## config.mk

```make
export PLATFORM = sky130hd
export DESIGN_NAME = ace_write_arbiter
export DESIGN_NICKNAME = d
export VERILOG_FILES = /design/src/rtl/ace_write_arb_pkg.sv /design/src/rtl/ace_wr_order_fifo.sv /design/src/rtl/ace_write_arbiter.sv
export SDC_FILE = /design/constraint.sdc
export NUM_CORES = 1
export LEC_CHECK = 0
export ABC_AREA = 1
export CAP_MARGIN = 0
export CORE_AREA = 5 5 124 126
export DETAILED_ROUTE_END_ITERATION = 16
export DIE_AREA = 0 0 129 131
export DONT_BUFFER_PORTS = 1
export PLACE_DENSITY = 0.35
export SLEW_MARGIN = 20
export SYNTH_ARGS = -nofsm -noshare
export SYNTH_HDL_FRONTEND = slang
export SYNTH_HIERARCHICAL = 1
export SYNTH_SLANG_ARGS = --single-unit
export TNS_END_PERCENT = 5
```

## constraint.sdc

```tcl
create_clock -name clk -period 3.1 [get_ports clk]
set_input_delay 0.465 -clock clk [delete_from_list [all_inputs] [get_ports clk]]
set_output_delay 0.465 -clock clk [all_outputs]
set_load 0.03 [all_outputs]
```

## src/rtl/ace_write_arb_pkg.sv

```systemverilog
// Shared types, payload layout and round-robin helper
// for the ACE write-port arbiter.
package ace_write_arb_pkg;

  localparam int AWP_W_DEF = 58;
  localparam int WP_W_DEF  = 36;

  // AW payload bit offsets, LSB first
  localparam int AW_ADDR_OFF   = 0;
  localparam int AW_LEN_OFF    = 32;
  localparam int AW_SIZE_OFF   = 40;
  localparam int AW_BURST_OFF  = 43;
  localparam int AW_CACHE_OFF  = 45;
  localparam int AW_PROT_OFF   = 49;
  localparam int AW_LOCK_OFF   = 52;
  localparam int AW_SNOOP_OFF  = 53;
  localparam int AW_DOMAIN_OFF = 56;

  localparam int W_STRB_OFF = 0;
  localparam int W_DATA_OFF = 4;

  typedef enum logic [2:0] {
    SNP_WR_UNIQUE     = 3'b000,
    SNP_WR_LINE_UNIQ  = 3'b001,
    SNP_WR_CLEAN      = 3'b010,
    SNP_WR_BACK       = 3'b011,
    SNP_EVICT         = 3'b100,
    SNP_WR_EVICT      = 3'b101
  } awsnoop_t;

  typedef enum logic [1:0] {
    DOM_NON_SHARE = 2'b00,
    DOM_INNER     = 2'b01,
    DOM_OUTER     = 2'b10,
    DOM_SYSTEM    = 2'b11
  } awdomain_t;

  typedef enum logic [1:0] {
    BAR_NORMAL = 2'b00,
    BAR_MEMORY = 2'b01,
    BAR_IGNORE = 2'b10,
    BAR_SYNC   = 2'b11
  } awbar_t;

  typedef enum logic {
    AW_IDLE = 1'b0,
    AW_HOLD = 1'b1
  } aw_state_t;

  typedef struct packed {
    logic       found;
    logic [2:0] idx;
  } rr_pick_t;

  // First set bit of valid at or after ptr, wrapping at n.
  function automatic rr_pick_t rr_pick(
    input logic [7:0] valid,
    input logic [2:0] ptr,
    input int         n
  );
    rr_pick_t r;
    int       j;
    r = '0;
    for (int k = 7; k >= 0; k--) begin
      if (k < n) begin
        j = int'(ptr) + k;
        if (j >= n) j = j - n;
        if (valid[j]) begin
          r.found = 1'b1;
          r.idx   = 3'(j);
        end
      end
    end
    return r;
  endfunction

endpackage

```

## src/rtl/ace_wr_order_fifo.sv

```systemverilog
// Order FIFO holding the requester index of each
// AW-accepted burst whose W data is still pending.
module ace_wr_order_fifo #(
  parameter int W     = 1,
  parameter int DEPTH = 4
) (
  input  logic         clk,
  input  logic         rst_n,
  input  logic         push,
  input  logic         pop,
  input  logic [W-1:0] din,
  output logic [W-1:0] dout,
  output logic         full,
  output logic         empty
);

  localparam int PW = (DEPTH > 1) ? $clog2(DEPTH) : 1;

  logic [W-1:0]  mem [DEPTH];
  logic [PW-1:0] wr_q;
  logic [PW-1:0] rd_q;
  logic [PW:0]   cnt_q;
  logic          do_push;
  logic          do_pop;

  assign full    = (cnt_q == (PW+1)'(DEPTH));
  assign empty   = (cnt_q == '0);
  assign do_push = push & ~full;
  assign do_pop  = pop & ~empty;
  assign dout    = mem[rd_q];

  always_ff @(posedge clk) begin
    if (do_push) mem[wr_q] <= din;
  end

  always_ff @(posedge clk or negedge rst_n) begin
    if (!rst_n) begin
      wr_q  <= '0;
      rd_q  <= '0;
      cnt_q <= '0;
    end else begin
      if (do_push) wr_q <= wr_q + PW'(1);
      if (do_pop)  rd_q <= rd_q + PW'(1);
      unique case ({do_push, do_pop})
        2'b10:   cnt_q <= cnt_q + (PW+1)'(1);
        2'b01:   cnt_q <= cnt_q - (PW+1)'(1);
        default: cnt_q <= cnt_q;
      endcase
    end
  end

endmodule

```

## src/rtl/ace_write_arbiter.sv

```systemverilog
// Round-robin arbiter sharing one ACE write master
// port (AW/W/B) between NUM_REQ requesters.
module ace_write_arbiter
  import ace_write_arb_pkg::*;
#(
  parameter  int NUM_REQ    = 2,
  parameter  int ID_W       = 4,
  parameter  int AWP_W      = AWP_W_DEF,
  parameter  int WP_W       = WP_W_DEF,
  parameter  int FIFO_DEPTH = 4,
  localparam int IDX_W      = $clog2(NUM_REQ)
) (
  input  logic                     clk,
  input  logic                     rst_n,
  input  logic [NUM_REQ-1:0]       s_awvalid,
  output logic [NUM_REQ-1:0]       s_awready,
  input  logic [NUM_REQ*ID_W-1:0]  s_awid,
  input  logic [NUM_REQ*AWP_W-1:0] s_awpayload,
  input  logic [NUM_REQ-1:0]       s_wvalid,
  output logic [NUM_REQ-1:0]       s_wready,
  input  logic [NUM_REQ-1:0]       s_wlast,
  input  logic [NUM_REQ*WP_W-1:0]  s_wpayload,
  output logic [NUM_REQ-1:0]       s_bvalid,
  input  logic [NUM_REQ-1:0]       s_bready,
  output logic [ID_W-1:0]          s_bid,
  output logic [1:0]               s_bresp,
  output logic                     m_awvalid,
  input  logic                     m_awready,
  output logic [IDX_W+ID_W-1:0]    m_awid,
  output logic [AWP_W-1:0]         m_awpayload,
  output logic                     m_wvalid,
  input  logic                     m_wready,
  output logic                     m_wlast,
  output logic [WP_W-1:0]          m_wpayload,
  input  logic                     m_bvalid,
  output logic                     m_bready,
  input  logic [IDX_W+ID_W-1:0]    m_bid,
  input  logic [1:0]               m_bresp
);

  aw_state_t        state_q, state_d;
  logic [IDX_W-1:0] rr_q, rr_d;
  logic [IDX_W-1:0] lock_q, lock_d;
  logic [IDX_W-1:0] sel;
  logic [IDX_W-1:0] pwin;
  rr_pick_t         pick;
  logic             push;
  logic             pop;
  logic             full;
  logic             empty;
  logic [IDX_W-1:0] head;
  logic [IDX_W-1:0] bidx;

  function automatic logic [IDX_W-1:0] nxt(
    input logic [IDX_W-1:0] i
  );
    return (int'(i) == NUM_REQ - 1) ? '0 : i + 1'b1;
  endfunction

  always_ff @(posedge clk or negedge rst_n) begin
    if (!rst_n) begin
      state_q <= AW_IDLE;
      rr_q    <= '0;
      lock_q  <= '0;
    end else begin
      state_q <= state_d;
      rr_q    <= rr_d;
      lock_q  <= lock_d;
    end
  end

  always_comb begin
    pick      = rr_pick(8'(s_awvalid), 3'(rr_q), NUM_REQ);
    pwin      = IDX_W'(pick.idx);
    state_d   = state_q;
    rr_d      = rr_q;
    lock_d    = lock_q;
    sel       = lock_q;
    m_awvalid = 1'b0;
    push      = 1'b0;
    s_awready = '0;
    if (rst_n) begin
      unique case (state_q)
        AW_IDLE: begin
          if (!full && pick.found) begin
            sel       = pwin;
            m_awvalid = 1'b1;
            if (m_awready) begin
              push = 1'b1;
              rr_d = nxt(pwin);
            end else begin
              lock_d  = pwin;
              state_d = AW_HOLD;
            end
          end
        end
        AW_HOLD: begin
          // Grant is frozen until the master accepts it
          m_awvalid = 1'b1;
          if (m_awready) begin
            push    = 1'b1;
            rr_d    = nxt(lock_q);
            state_d = AW_IDLE;
          end
        end
        default: ;
      endcase
    end
    s_awready[sel] = m_awvalid & m_awready;
  end

  assign m_awid      = {sel, s_awid[int'(sel)*ID_W +: ID_W]};
  assign m_awpayload = s_awpayload[int'(sel)*AWP_W +: AWP_W];

  ace_wr_order_fifo #(
    .W     (IDX_W),
    .DEPTH (FIFO_DEPTH)
  ) u_order (
    .clk   (clk),
    .rst_n (rst_n),
    .push  (push),
    .pop   (pop),
    .din   (sel),
    .dout  (head),
    .full  (full),
    .empty (empty)
  );

  always_comb begin
    m_wvalid   = 1'b0;
    m_wlast    = 1'b0;
    s_wready   = '0;
    m_wpayload = s_wpayload[int'(head)*WP_W +: WP_W];
    if (!empty) begin
      m_wvalid       = s_wvalid[head];
      m_wlast        = s_wlast[head];
      s_wready[head] = m_wready;
    end
  end

  assign pop = m_wvalid & m_wready & m_wlast;

  assign bidx = m_bid[IDX_W+ID_W-1:ID_W];

  always_comb begin
    s_bvalid = '0;
    m_bready = 1'b0;
    s_bid    = m_bid[ID_W-1:0];
    s_bresp  = m_bresp;
    if (rst_n) begin
      // Unmapped prefixes are sunk so the master never stalls
      if (int'(bidx) < NUM_REQ) begin
        s_bvalid[bidx] = m_bvalid;
        m_bready       = s_bready[bidx];
      end else begin
        m_bready = 1'b1;
      end
    end
  end

endmodule

```

==> flow_metrics.tcl <==
set metrics [dict create \
    status "finished, final reports clean" \
    grt_pass1_wl_mm 15.3 \
    place_ws_ns 0.470 \
    hold_depth 1 \
    synthTopCellsByArea "nand2_1 (29%), nand3_1 (23%), dfrtp_1 (9.7%)" \
    via_per_inst 4.74 \
    finClkSkew_ns 0.00259 \
    avgSynthCellArea_um2 5.50 \
    end_kind "primary output" \
    synth_nets 693 \
    dp_hpwl_mm 10.1 \
    syn_inst 471 \
    cts-htree-levels 1 \
    timing.rr.end "u_order/cnt_q[2]$_DFFE_PN0P_" \
    min_to "state_q$_DFFE_PN0P_" \
    drt-initial-drc-count 166 \
    cts_tree "done" \
    routedWlPerCell_um 17.6 \
    track_usage_pct 11.5 \
    initial_core_util_pct 18.2 \
    layout_common_cells "nand2_1 (203), nand3_1 (120), buf_4 (38)" \
    num_vias 3174 \
    cts_buffers 3 \
    syn_to_final_growth_pct 20.5 \
    clk_pin_slew_ns 0.04 \
    fin_util_pct 22.0 \
    period_share_pct 90.0 \
    core_area_um2 14200 \
    cts_max_path_buffers 2 \
    arrival_ns 2.33 \
    synth_top_area_share_pct 29.4 \
    timing.hold.ws_ns 0.307 \
    yosysUniqueCellTypes 27 \
    nets 708 \
    place_inst 664 \
    drive_gt1_share_pct 16.1 \
    ir_drop_v 0.000423 \
    hp-class "in2reg" \
    fmax_mhz 358 \
    tightest_slew_ns 0.733 \
    rows 44 \
    dieArea_um2 16900 \
    ant_nets 0 \
    powerDensity_nw_per_um2 1330 \
    timing.final.ws_setup_ns 0.309 \
    die_w_um 129 \
    maxCapViolCount 0 \
    cts_root_buf "clkbuf_16" \
    finalWeightedCongestion 0.844 \
    final_common_cell "nand2_1" \
    timing.rr.start "u_order/rd_q[0]$_DFFE_PN0P_" \
    drt_wl_total_mm 11.8 \
    startpoint_type "flop" \
    worstSkewPairLatency_ns 0.24 \
    yosys_register_bits 14 \
    drc 0 \
    antenna_found_initial 1 \
    portBuffers 0 \
    grt_pass1_vias 2798 \
    finalMaxSlewViolations 0 \
    final_cells 670 \
    rsz0062_at_grt "false" \
    worstPathRequired_ns 2.63 \
    grt_max_degree 63 \
    syn_area_um2 2590 \
    worst-r2r-cell-count 17 \
    min_from "rst_n" \
    setup_violations 0 \
    hold_viol_final 0 \
    clock_sinks 14 \
    path_max_fanout 62 \
    slew-limit-headroom_pct 51.1 \
    die_h_um 131 \
    yosysSeqAreaShare_pct 14.3 \
    tns_ns 0 \
    leakage_uw 0.00175 \
    path_class "reg2out" \
    period_minus_slack_ns 2.79 \
    pin_count 331 \
    grt_remaining_overflow 0 \
    first_pass_iters 4 \
    cts_resized 0 \
    r2r_slack_ns 0.47 \
    ys_warn_count 6 \
    synth_top_cell_by_area "nand2_1" \
]
area by class of cell:
type	count	area, um2
Fill cell	1641	11100
Antenna cell	1	2.50
Clock buffer	4	78.8
Multi-Input combinational cell	383	1810
Inverter	35	131
Timing Repair Buffer	49	495
Sequential cell	14	370
Tap cell	184	230
power breakdown:
| group | internal (uW) | total [uW] | switching (uW) | leakage, uW |
|---|---|---|---|---|
| combinational | 973 | 3560 | 2590 | 0.00155 |
| clock | 174 | 246 | 72.0 | 0.0000382 |
| sequential | 266 | 328 | 61.6 | 0.000159 |
| total | 1410 | 4140 | 2720 | 0.00175 |
through the flow:
step	area (um2)	power, uW
CTS	3120	4190
global route	3120	4460
floorplan	2590	3030
global placement	3030	3900
finish	3120	4140
detailed placement	3030	3930
metal layers:
metal | routed length (um) | global-route usage [%] | vias to the layer above
met3 | 1200 | 2.24 | 16
met2 | 5970 | 20.4 | 204
li1 | - | - | 1531
met5 | 0 | 0 | -
met1 | 4310 | 13.6 | 1423
met4 | 308 | 4.32 | 0
state kept, by name, indices dropped and copies added, names as in the netlist:
signal         cells
lock_q             1
u_order/rd_q       2
rr_q               1
u_order/wr_q       2
state_q            1
u_order/mem        4
u_order/cnt_q      3
repair_timing:
action                    4_1_cts  5_1_grt
hold endpoints to repair       10        0
buffers inserted                0        0
hold buffers                    1        0
cells by family (layout without fill, tap and decap cells):
family,Yosys count,in the layout,share of synthesized area (%)
xor+xnor,1,1,0.338
buf+inv,74,88,15.7
fa+ha+maj,6,6,3.19
other cells,0,1,0
compound gates,8,8,1.74
flops,14,14,14.3
simple gates,368,368,64.7
Yosys cell counts:
| library cell | count |
|---|---|
| inv_2 | 5 |
| o211ai_1 | 2 |
| fa_1 | 1 |
| o21ai_0 | 5 |
| inv_1 | 30 |
| a21oi_1 | 1 |
| buf_6 | 7 |
| nor2_4 | 1 |
| buf_4 | 18 |
| or2_2 | 1 |
| nor3_1 | 5 |
| edfxtp_1 | 4 |
| buf_2 | 8 |
| nand3_4 | 1 |
| nor2_2 | 1 |
| nand2_1 | 203 |
| nand2_4 | 3 |
| ha_1 | 5 |
| nand4_1 | 1 |
| nand3_1 | 120 |
| clkbuf_1 | 1 |
| nand2_2 | 2 |
| nand3_2 | 13 |
| dfrtp_1 | 10 |
| xnor2_1 | 1 |
| nor2_1 | 17 |
| buf_1 | 5 |
how the worst max path moves through the flow:
stage / from / slack [ns] / cells after the start / to
floorplan: u_order/cnt_q[0]$_DFFE_PN0P_ / 0.27 / 13 / u_order/cnt_q[1]$_DFFE_PN0P_
global placement: u_order/rd_q[0]$_DFFE_PN0P_ / 0.60 / 17 / u_order/cnt_q[2]$_DFFE_PN0P_
detailed placement: u_order/rd_q[0]$_DFFE_PN0P_ / 0.47 / 17 / u_order/cnt_q[2]$_DFFE_PN0P_
CTS: u_order/cnt_q[0]$_DFFE_PN0P_ / 0.31 / 9 / m_awpayload[3]
global route: u_order/rd_q[0]$_DFFE_PN0P_ / 0.09 / 17 / u_order/cnt_q[2]$_DFFE_PN0P_
finish: u_order/cnt_q[0]$_DFFE_PN0P_ / 0.31 / 9 / m_awpayload[3]
critical path, cell delays in order, from the launching register on:
cell	delay [ns]
dfrtp_1	0.37
inv_2	0.07
nand3_2	0.12
inv_1	0.08
inv_1	0.06
nand2_2	0.06
nor2_4	0.15
nand3_4	0.55
nand3_1	0.33
nand2_1	0.25
Note: power is estimated with default switching activity, not from simulation.
